[config.mk]
export PLATFORM = sky130hd
export DESIGN_NAME = rgb2hsv_seq
export DESIGN_NICKNAME = d
export VERILOG_FILES = /design/src/rtl/rgb2hsv_seq.sv
export SDC_FILE = /design/constraint.sdc
export NUM_CORES = 1
export LEC_CHECK = 0
export ABC_AREA = 1
export BUFFER_PORTS_ARGS = -buffer_cell sky130_fd_sc_hd__buf_2
export CAP_MARGIN = 20
export CORE_UTILIZATION = 55
export DETAILED_ROUTE_END_ITERATION = 10
export GPL_TIMING_DRIVEN = 0
export HOLD_SLACK_MARGIN = 0.12
export PLACE_DENSITY = 0.74
export RECOVER_POWER = 50
export SETUP_SLACK_MARGIN = 0.05
export SYNTH_ARGS = -nofsm -noshare
export SYNTH_HDL_FRONTEND = slang
export SYNTH_SLANG_ARGS = --single-unit
export TNS_END_PERCENT = 50
[constraint.sdc]
create_clock -name clk -period 5.25 [get_ports clk]
set_input_delay 1.05 -clock clk [delete_from_list [all_inputs] [get_ports clk]]
set_output_delay 1.05 -clock clk [all_outputs]
set_load 0.005 [all_outputs]
[src/rtl/rgb2hsv_seq.sv]
// rgb2hsv_seq: valid/ready RGB to value/saturation/hue converter with a built-in sequential divider.
module rgb2hsv_seq #(
    parameter int CW = 5
) (
    input  logic            clk,
    input  logic            res_n,
    input  logic            in_valid,
    output logic            in_ready,
    input  logic [3*CW-1:0] in_data,
    output logic            out_valid,
    input  logic            out_ready,
    output logic [CW-1:0]   value,
    output logic [CW-1:0]   saturation,
    output logic [8:0]      hue,
    output logic            hue_invalid
);
    localparam int NW = CW + 6;

    typedef enum logic [2:0] {IDLE, SORT, DIV, HUE, OUT} state_t;

    state_t         state_q;
    logic [CW-1:0]  r_q, g_q, b_q, delta_q, value_q, sat_q;
    logic [8:0]     base_q, hue_q;
    logic           neg_q, valid_q, inv_q;
    logic [NW-1:0]  rem_q, dsr_q;
    logic [5:0]     quo_q;
    logic [2:0]     cnt_q;

    logic               r_max, g_max, ge;
    logic [CW-1:0]      max_d, min_d, delta_d, absd_d;
    logic signed [CW:0] diff_d;
    logic [NW-1:0]      numer_d;
    logic [8:0]         hbase_d, hraw_d, hue_d;

    // Max selection ties resolve r > g > b so the sector choice is deterministic.
    assign r_max   = (r_q >= g_q) && (r_q >= b_q);
    assign g_max   = !r_max && (g_q >= b_q);
    assign max_d   = r_max ? r_q : g_max ? g_q : b_q;
    assign min_d   = (r_q <= g_q && r_q <= b_q) ? r_q : (g_q <= b_q) ? g_q : b_q;
    assign delta_d = max_d - min_d;
    assign diff_d  = r_max ? $signed({1'b0, g_q}) - $signed({1'b0, b_q})
                   : g_max ? $signed({1'b0, b_q}) - $signed({1'b0, r_q})
                   :         $signed({1'b0, r_q}) - $signed({1'b0, g_q});
    assign absd_d  = diff_d[CW] ? CW'(-diff_d) : diff_d[CW-1:0];
    assign numer_d = ({6'd0, absd_d} << 6) - ({6'd0, absd_d} << 2);
    assign ge      = rem_q >= dsr_q;
    assign hbase_d = (neg_q && base_q == 9'd0) ? 9'd360 : base_q;
    assign hraw_d  = neg_q ? hbase_d - {3'd0, quo_q} : hbase_d + {3'd0, quo_q};
    assign hue_d   = (delta_q == '0 || hraw_d == 9'd360) ? 9'd0 : hraw_d;

    assign in_ready    = state_q == IDLE;
    assign out_valid   = valid_q;
    assign value       = value_q;
    assign saturation  = sat_q;
    assign hue         = hue_q;
    assign hue_invalid = inv_q;

    always_ff @(posedge clk or negedge res_n) begin
        if (!res_n) begin
            state_q <= IDLE;
            r_q     <= '0;
            g_q     <= '0;
            b_q     <= '0;
            delta_q <= '0;
            base_q  <= '0;
            neg_q   <= 1'b0;
            rem_q   <= '0;
            dsr_q   <= '0;
            quo_q   <= '0;
            cnt_q   <= '0;
            value_q <= '0;
            sat_q   <= '0;
            hue_q   <= '0;
            inv_q   <= 1'b0;
            valid_q <= 1'b0;
        end else begin
            case (state_q)
                IDLE: if (in_valid) begin
                    {r_q, g_q, b_q} <= in_data;
                    state_q         <= SORT;
                end
                SORT: begin
                    delta_q <= delta_d;
                    base_q  <= r_max ? 9'd0 : g_max ? 9'd120 : 9'd240;
                    neg_q   <= diff_d[CW];
                    rem_q   <= numer_d;
                    // Divisor starts at delta*32 so six compare/subtract steps yield q MSB first.
                    dsr_q   <= {1'b0, delta_d, 5'd0};
                    quo_q   <= '0;
                    cnt_q   <= '0;
                    state_q <= (delta_d == '0) ? HUE : DIV;
                end
                DIV: begin
                    if (ge) rem_q <= rem_q - dsr_q;
                    dsr_q   <= dsr_q >> 1;
                    quo_q   <= {quo_q[4:0], ge};
                    cnt_q   <= cnt_q + 3'd1;
                    if (cnt_q == 3'd5) state_q <= HUE;
                end
                HUE: begin
                    value_q <= max_d;
                    sat_q   <= delta_q;
                    hue_q   <= hue_d;
                    inv_q   <= delta_q == '0;
                    valid_q <= 1'b1;
                    state_q <= OUT;
                end
                OUT: if (out_ready) begin
                    valid_q <= 1'b0;
                    state_q <= IDLE;
                end
                default: state_q <= IDLE;
            endcase
        end
    end
endmodule

# ---- After elaboration in Yosys (flattened, before gate mapping)
# Cells that the tools add are included.
dict set report classes {
  n_addsub 10
  n_lt_le_gt_ge 7
  eq_ne 10
  n_mux 24
  reduce_logical 16
}
# cell count
set op_table {}
lappend op_table {{$pmux 11 s2} 2}
lappend op_table {{$mux 9} 3}
lappend op_table {{$mux 5} 5}
lappend op_table {{$sub 5x5->6} 3}
lappend op_table {{$mux 8} 2}
lappend op_table {{$ge 5x5->1} 3}
lappend op_table {{$le 5x5->1} 3}
lappend op_table {{$pmux 3 s5} 1}
lappend op_table {{$mux 6} 2}
lappend op_table {{$pmux 6 s2} 1}
lappend op_table {{$ge 11x11->1} 1}
lappend op_table {{$mux 11} 1}
lappend op_table {{$sub 11x11->11} 1}
lappend op_table {{$sub 11x7->11} 1}
lappend op_table {{$logic_not 5->1} 2}
lappend op_table {{$add 9x6->9} 1}
lappend op_table {{$eq 9x9->1 const B} 1}
lappend op_table {{$logic_not 9->1} 1}
lappend op_table {{$mux 3} 3}
lappend op_table {{$sub 9x6->9} 1}
lappend op_table {{$ne 2x2->1 const B} 4}
lappend op_table {{$eq 3x2->1 const B} 2}
lappend op_table {{$eq 3x3->1 const B} 2}
lappend op_table {{$pmux 3 s2} 1}
lappend op_table {{other kinds (13)} 20}
dict set report word_totals {
  ff_bits 85
  in_bits 19
  elab_cells 83
}

# ---- Depth between registers and ports, before layout
# Gate-level depths: netlist (run 1).
dict set report logic_depth {
  ltp_word 10
  ltp_mapped 26
  mapped_depth_nobuf 26
}

# ---- Least setup slack after synthesis (run 1)
# No wires, ideal clock.
dict set report synth_timing {
  path_kind {register to register}
  start {reg r_q[0]}
  end {reg rem_q[8]}
  arrival_ns 3.160
  path_slack_ns 1.967
  stages_incl_launch_ff 24
  synth_period_minus_slack_ns 3.283
  path_cell_list {dfrtp_1 > inv_1 > ha_1 > inv_1 > fa_1 > nand4_1 > nand4_4 > nand2_4 > nand2_2 > nor2_1 > nor2_4 > ha_1 > nand3_1 > nand3_1 > nand2_1 > inv_1 > ha_1 > nand4_2 > nor2_4 > nand2_2 > nand2_1 > nand2_1 > nand3_1 > a21oi_1}
}
dict set report synth_between {
  elab_chain_cells 10
  elab_cells_between_ends 13
}
# element line
set synth_lines {}
lappend synth_lines {{start: declaration} 22} ;# logic [CW-1:0] r_q, g_q, b_q, delta_q, value_q, sat_q;
lappend synth_lines {{start signal: assignment} 79} ;# {r_q, g_q, b_q} <= in_data;
lappend synth_lines {{$ge 5x5->1} 36} ;# assign r_max = (r_q >= g_q) && (r_q >= b_q);
lappend synth_lines {{$logic_and 1x1->1} 36}
lappend synth_lines {{$logic_not 1->1} 37} ;# assign g_max = !r_max && (g_q >= b_q);
lappend synth_lines {{$logic_and 1x1->1} 37}
lappend synth_lines {{$mux 6} 42} ;# : g_max ? $signed({1'b0, b_q}) - $signed({1'b0, r_q})
lappend synth_lines {{$mux 6 *} 41} ;# assign diff_d = r_max ? $signed({1'b0, g_q}) - $signed({1'b0, b_q})
lappend synth_lines {{$neg 5->5} 44} ;# assign absd_d = diff_d[CW] ? CW'(-diff_d) : diff_d[CW-1:0];
lappend synth_lines {{$mux 5 *} 44}
lappend synth_lines {{$sub 11x7->11 *} 45} ;# assign numer_d = ({6'd0, absd_d} << 6) - ({6'd0, absd_d} << 2);
lappend synth_lines {{$pmux 11 s2 *} 77} ;# case (state_q)
lappend synth_lines {{end signal: assignment} 86} ;# rem_q <= numer_d;
lappend synth_lines {{end signal: assignment} 94} ;# if (ge) rem_q <= rem_q - dsr_q;
lappend synth_lines {{end: declaration} 25} ;# logic [NW-1:0] rem_q, dsr_q;
# Every way passes the cells marked *; elsewhere a longest branch is shown, timed or not.
# A chain may end at the register's enable or synchronous reset.

# ---- Worst setup path in the final report (run 1)
dict set report layout_timing {
  start {reg r_q[0]}
  end {reg rem_q[7]}
}
# The elaborated chain is that of the path after synthesis.

==> impl_metrics.json, run 1 <==
{
  "grt-ovfl-total": 0,
  "drc": 0,
  "drv_cap": 1,
  "yosys_warnings": 0,
  "gp_congestion": 0.9106,
  "syn_nets": 767,
  "cts_buffer_depth": 2,
  "nNetsFinal": 819,
  "cts.htree.levels": 3,
  "io_buffer_count": 40,
  "viasPerCell": 5.464,
  "initial_core_util": 0.5640,
  "synth_compound_area_frac": 0.1446,
  "synth.area.mux_share": 0,
  "max_freq_ghz": 0.2650,
  "end_kind": "flip-flop",
  "synth_top_family_by_area": "simple AND/OR/NAND/NOR gates",
  "cts_root_buf": "clkbuf_8",
  "cp.arrival_ps": 4040,
  "die_w_um": 101.7,
  "diodes": 0,
  "slew_headroom": -0.3759,
  "cp_data_required_time_ps": 5510,
  "holdBufCountCts": 0,
  "ant_nets": 0,
  "drt_iter0_drc": 209,
  "synth_adder_area_share": 0.1100,
  "synth_cell_type_count": 40,
  "fill_cells": 851,
  "routedWlPerCell_um": 14.57,
  "grt_pass1_vias": 4674,
  "fin_cells": 893,
  "cts.sinks": 78,
  "tns_ps": 0,
  "rsz0062_at_grt": "false",
  "synthSimpleGateAreaFrac": 0.2564,
  "syn_inst": 703,
  "ioPinCount": 41,
  "yosysSeqAreaShare": 0.3574,
  "post_cts_buffers": 0,
  "synth-edff-count": 0,
  "synth_ff_type": "dfrtp_1",
  "grt_max_degree": 43,
  "worst_pin_slew_ps": 2064,
  "dieArea_mm2": 0.01033,
  "drive_gt1_frac": 0.1408,
  "rows": 36,
  "die_h_um": 101.7,
  "multiInputGateArea_mm2": 0.003035,
  "cts_tree": "built",
  "drt_pre_antenna_iters": 4,
  "fin_skew_ps": 11.96,
  "grt_use_total": 0.2710,
  "clkTransAtPathRegs_ps": 90,
  "min_path_type": "reg -> reg",
  "cts-resized-gates": 0,
  "routed_wl_um": 13010,
  "critical_path.max_fanout": 7,
  "cts_buffers": 9,
  "syn_area_mm2": 0.005461,
  "clk_latency_ps": 370,
  "register_area_mm2": 0.001952,
  "finalSetupViolCount": 0,
  "ys_ff_latch": 78,
  "synth_xor_area_frac": 0.04490,
  "coreArea_mm2": 0.009684,
  "dpl.hpwl_um": 10140,
  "status": "complete, but fails checks",
  "area_growth_syn_to_layout_pct": 10.49,
  "worstSetupPathType": "reg -> reg",
  "fin_crit_sh": 0.7189,
  "grt_pass1_wl_um": 21560,
  "antenna_found_initial": 0,
  "dpl.cell_count": 877,
  "critPathLaunchType": "flip-flop",
  "slew_viol_final": 37,
  "min_period_ps": 3774,
  "hold_viol": 0,
  "syn-mean-instance-area_um2": 7.769,
  "synth_async_sr_flop_share": 1.000,
  "num_vias": 4879,
  "violations": "max-capacitance violations, max-slew violations"
}
metal layers:
layer | vias up | track usage | share of wire
li1 | 2432 | - | -
met1 | 2295 | 0.3364 | 0.45
met2 | 127 | 0.4688 | 0.49
met3 | 25 | 0.02968 | 0.042
met4 | 0 | 0.1338 | 0.025
met5 | - | 0 | 0
registers in the layout, summed over array words and instances, names as in the netlist:
| signal | count |
|---|---|
| cnt_q | 3 |
| rem_q | 11 |
| neg_q | 1 |
| out_valid | 1 |
| b_q | 5 |
| g_q | 5 |
| hue | 9 |
| value | 5 |
| hue_invalid | 1 |
| dsr_q | 10 |
| base_q | 3 |
| r_q | 5 |
| state_q | 3 |
| delta_q | 5 |
| quo_q | 6 |
| saturation | 5 |
path summary, 6_finish.rpt:
| kind | startpoint | end | slack, ps | cells past startpoint |
|---|---|---|---|---|
| max in group asynchronous | res_n | rem_q[9] | 2800 | 1 |
| setup / recovery | r_q[0] | rem_q[7] | 1480 | 23 |
| setup reg to reg | r_q[0] | rem_q[7] | 1480 | 23 |
| hold / removal | value[4] | value[4] | 480 | 2 |
| min in group asynchronous | res_n | hue[4] | 1250 | 1 |
| hold reg to reg | value[4] | value[4] | 480 | 2 |
synth_stat cells, drive strengths merged, types with 13 or more instances:
cell	n	area (um2)
ha	40	500.5
o21ai	53	265.3
inv	104	390.4
clkbuf	13	48.80
nand2	168	680.6
nor2	49	221.5
dfrtp	78	1952
xor2	17	148.9
nand4	13	123.9
a21oi	46	230.2
nand3	44	270.3
metrics by stage:
step                setup WS, ps  instance area, um2    util  hold WS, ps
detailed placement          1525                5851  0.6041        461.2
global route                1154                6035  0.6231        509.7
global placement            1629                5828  0.6018        457.7
finish                      1476                6035  0.6231        483.9
CTS                         1499                6040  0.6236        483.9
floorplan                   1967                5461       -        451.7
logic make-up after synthesis:
| group | count (synthesis) |
|---|---|
| compound gates | 138 |
| xor+xnor | 28 |
| fa+ha+maj | 45 |
| buf+inv | 123 |
| flops | 78 |
| simple gates | 291 |
area by class of cell:
cell class	instances	area share
buffer	16	0.01203
clock buffer	9	0.02053
clock inverter	7	0.01078
inverter	107	0.06656
multi-input combinational	502	0.5030
sequential	78	0.3234
tap	133	0.02758
timing repair buffer	41	0.03608
critical path: stages, from the launching register on:
cell and delay (ps):
dfrtp_1 390, inv_1 120, ha_1 190, inv_1 70, fa_1 420, nand4_1 190
nand4_4 150, nand2_4 140, nand2_2 130, nor2_1 200, nor2_4 90, ha_1 210
nand3_1 100, nand3_1 70, nand2_1 110, inv_1 80, ha_1 330, nand4_2 170
nor2_4 150, o21ai_1 80, nand2_1 70, nand3_1 70, nand2_1 90, nand2_1 40
cell usage in the layout, fill, tap and decap left out, types with 3 or more instances in the layout:
cell / synthesis / routed
a21oi_1: 46 / 46
a31oi_1: 3 / 3
buf_2: 1 / 39
clkbuf_1: 13 / 15
clkbuf_8: 0 / 9
clkinv_1: 3 / 3
dfrtp_1: 78 / 78
fa_1: 5 / 5
ha_1: 40 / 40
inv_1: 95 / 95
inv_2: 9 / 9
inv_6: 0 / 3
nand2_1: 154 / 154
nand2_2: 11 / 11
nand2_4: 3 / 3
nand3_1: 34 / 34
nand3_2: 10 / 10
nand3b_1: 5 / 5
nand4_1: 9 / 9
nor2_1: 42 / 42
nor2_2: 3 / 3
nor2_4: 4 / 4
nor3_1: 7 / 7
o211ai_1: 9 / 9
o21ai_0: 47 / 47
o21ai_1: 6 / 6
o221ai_1: 7 / 7
o22ai_1: 11 / 11
o31ai_1: 3 / 3
or2_2: 4 / 4
xnor2_1: 11 / 11
xor2_1: 17 / 17
Power of run 1 is left out: the tool's default activity adds up to more than one toggle a clock period on the data nets, which glitch-free logic cannot reach.
==> run 2, diff against run 1 <==
- PLACE_DENSITY: 0.74 -> 0.77
- clock period: 5.25 -> 3.2 ns (I/O delays scaled with it)
==> impl_metrics.json, run 2 (synthesis gave the netlist of run 1 again) <==
{
  "slew_viol_final": 34,
  "clkTransAtPathRegs_ps": 90,
  "min_delay_worst_endpoint": "state_q[2]",
  "dpl.hpwl_um": 10000,
  "drc": 0,
  "final_common_cell": "nand2_1",
  "routed_wl_um": 16000,
  "hp-start": "out_ready",
  "clk_latency_ps": 370,
  "cts_tree": "built",
  "cts_buffers": 9,
  "cp_data_required_time_ps": 3460,
  "pre_cts_ws_ps": -334.5,
  "grt_use_total": 0.2937,
  "critical_path.max_fanout": 8,
  "max_freq_ghz": 0.2927,
  "initial_core_util": 0.5640,
  "cts.sinks": 78,
  "antenna_found_initial": 0,
  "grt_pass1_wl_um": 23430,
  "grt_pass1_vias": 5240,
  "worst_pin_slew_ps": 1755,
  "dieArea_mm2": 0.01033,
  "min_period_ps": 3416,
  "worstSetupPathType": "reg -> reg",
  "finalSetupViolCount": 9,
  "nNetsFinal": 870,
  "diodes": 0,
  "routedWlPerCell_um": 16.94,
  "drt_iter0_drc": 361,
  "regMostFlops": "rem_q",
  "viasPerCell": 5.775,
  "layout_setup_ws_ps": -216.2,
  "die_h_um": 101.7,
  "area_growth_syn_to_layout_pct": 26.76,
  "end_kind": "flip-flop",
  "cts.htree.levels": 3,
  "min_path_type": "in -> reg",
  "cp_slowest_cell": "dfrtp_2",
  "largest_reg_flops": 11,
  "coreArea_mm2": 0.009684,
  "critPathMostFrequentCell": "nand2_1",
  "num_vias": 5452,
  "slew_headroom": -0.1702,
  "violations": "max-capacitance violations, max-slew violations, negative setup slack",
  "rsz0062_at_grt": "true",
  "status": "complete, but fails checks",
  "regToRegSetupSlack_ps": -220,
  "cts_root_buf": "clkbuf_8",
  "ioPinCount": 41,
  "final_cell_mix": "nand2_1, inv_1, dfrtp_1",
  "hold_viol": 0,
  "gp_congestion": 0.9095,
  "fin_crit_sh": 1.068,
  "cp_slowest_stage_delay_ps": 400,
  "grt_max_degree": 47,
  "crit_chain": "buf_6, ha_4, inv_4, fa_2, nand4_1, nand4_4, nand2_8, buf_12, nand2_8, o22ai_1, nor2_2, nand3_2, nand3_1, nand2_2, inv_2, ha_4, nand4_4, nor2_4, o21ai_2, nand2_1, nand3_1, nand2_1, nand2_1",
  "fill_cells": 710,
  "grt-ovfl-total": 0,
  "rr_startpoint": "g_q[0]",
  "io_buffer_count": 40,
  "drv_cap": 1,
  "fin_skew_ps": 13.09,
  "multiInputGateArea_mm2": 0.003473,
  "die_w_um": 101.7,
  "rows": 36,
  "cp.arrival_ps": 3670,
  "register_area_mm2": 0.001957,
  "crit-reg2reg-capture": "rem_q[7]",
  "cts_buffer_depth": 2,
  "min_delay_path_depth": 2,
  "reg2reg_depth": 23,
  "critPathLaunchType": "flip-flop",
  "holdBufCountCts": 0,
  "ant_nets": 0,
  "drt_pre_antenna_iters": 6,
  "drive_gt1_frac": 0.2750
}
run 2: cell types whose count changed in the layout (fill, tap and decap cells not counted), moves of 5 or more:
cell	before	now
o21ai_0	47	38
inv_2	9	16
buf_4	1	47
ha_1	40	24
nand2_1	154	149
ha_4	0	13
o21ai_1	6	11
inv_1	95	84
run 2: timing repair:
action                                  in CTS  in global routing
cloned                                       0                  1
endpoints found under the setup margin      17                 25
resized for setup                           41                 62
pin swaps                                   21                 33
setup buffers                               27                 24
run 2: metrics by stage:
stage          cell area, um2  utilization  hold slack (ps)  instances  TNS, ps
4_1_cts                  6467       0.6678            214.0        920   -47.18
3_5_place_dp             5876       0.6067            460.2        877    -3122
2_1_floorplan            5487            -            344.4        703        0
6_report                 6923       0.7149            480.7        944    -1218
5_1_grt                  6923       0.7149            471.4        944    -4005
3_3_place_gp             5853       0.6044            457.9        876    -2207
run 2: worst max-delay path, delay by kind of cell, from the launching register on:
| kind | cells | cell delay (ps) |
|---|---|---|
| adder cells (fa/ha/maj) | 3 | 750 |
| buffers and inverters | 4 | 360 |
| AND/OR/NAND/NOR | 14 | 1470 |
| flip-flops | 1 | 400 |
| AO/OA/AOI/OAI | 2 | 300 |
run 2: worst max path at each step:
stage                 from          to  cells after the start  slack [ps]
finish              g_q[0]    rem_q[7]                     23        -220
global route        g_q[0]    rem_q[7]                     25        -470
CTS                 r_q[0]  state_q[0]                     18         -50
detailed placement  r_q[0]  state_q[0]                     18        -330
global placement    b_q[0]   rem_q[10]                     26        -290
floorplan           b_q[0]    rem_q[8]                     26          60
run 2: area by class of cell:
cell class,count,share of cell area
plain buffers,15,0.01121
clock inverters,5,0.01175
repair buffers,92,0.08874
flip-flops and latches,78,0.2827
multi-input cells,503,0.5017
well taps,133,0.02404
inverters,107,0.05946
clock buffers,11,0.02042
run 2: metal layers:
layer	track usage	wire length, um	vias up
met5	0	0	-
met1	0.3273	6031	2592
li1	-	-	2526
met4	0.1817	880	0
met2	0.5161	8171	246
met3	0.05728	911	88
Power of run 2 is left out for the same reason.
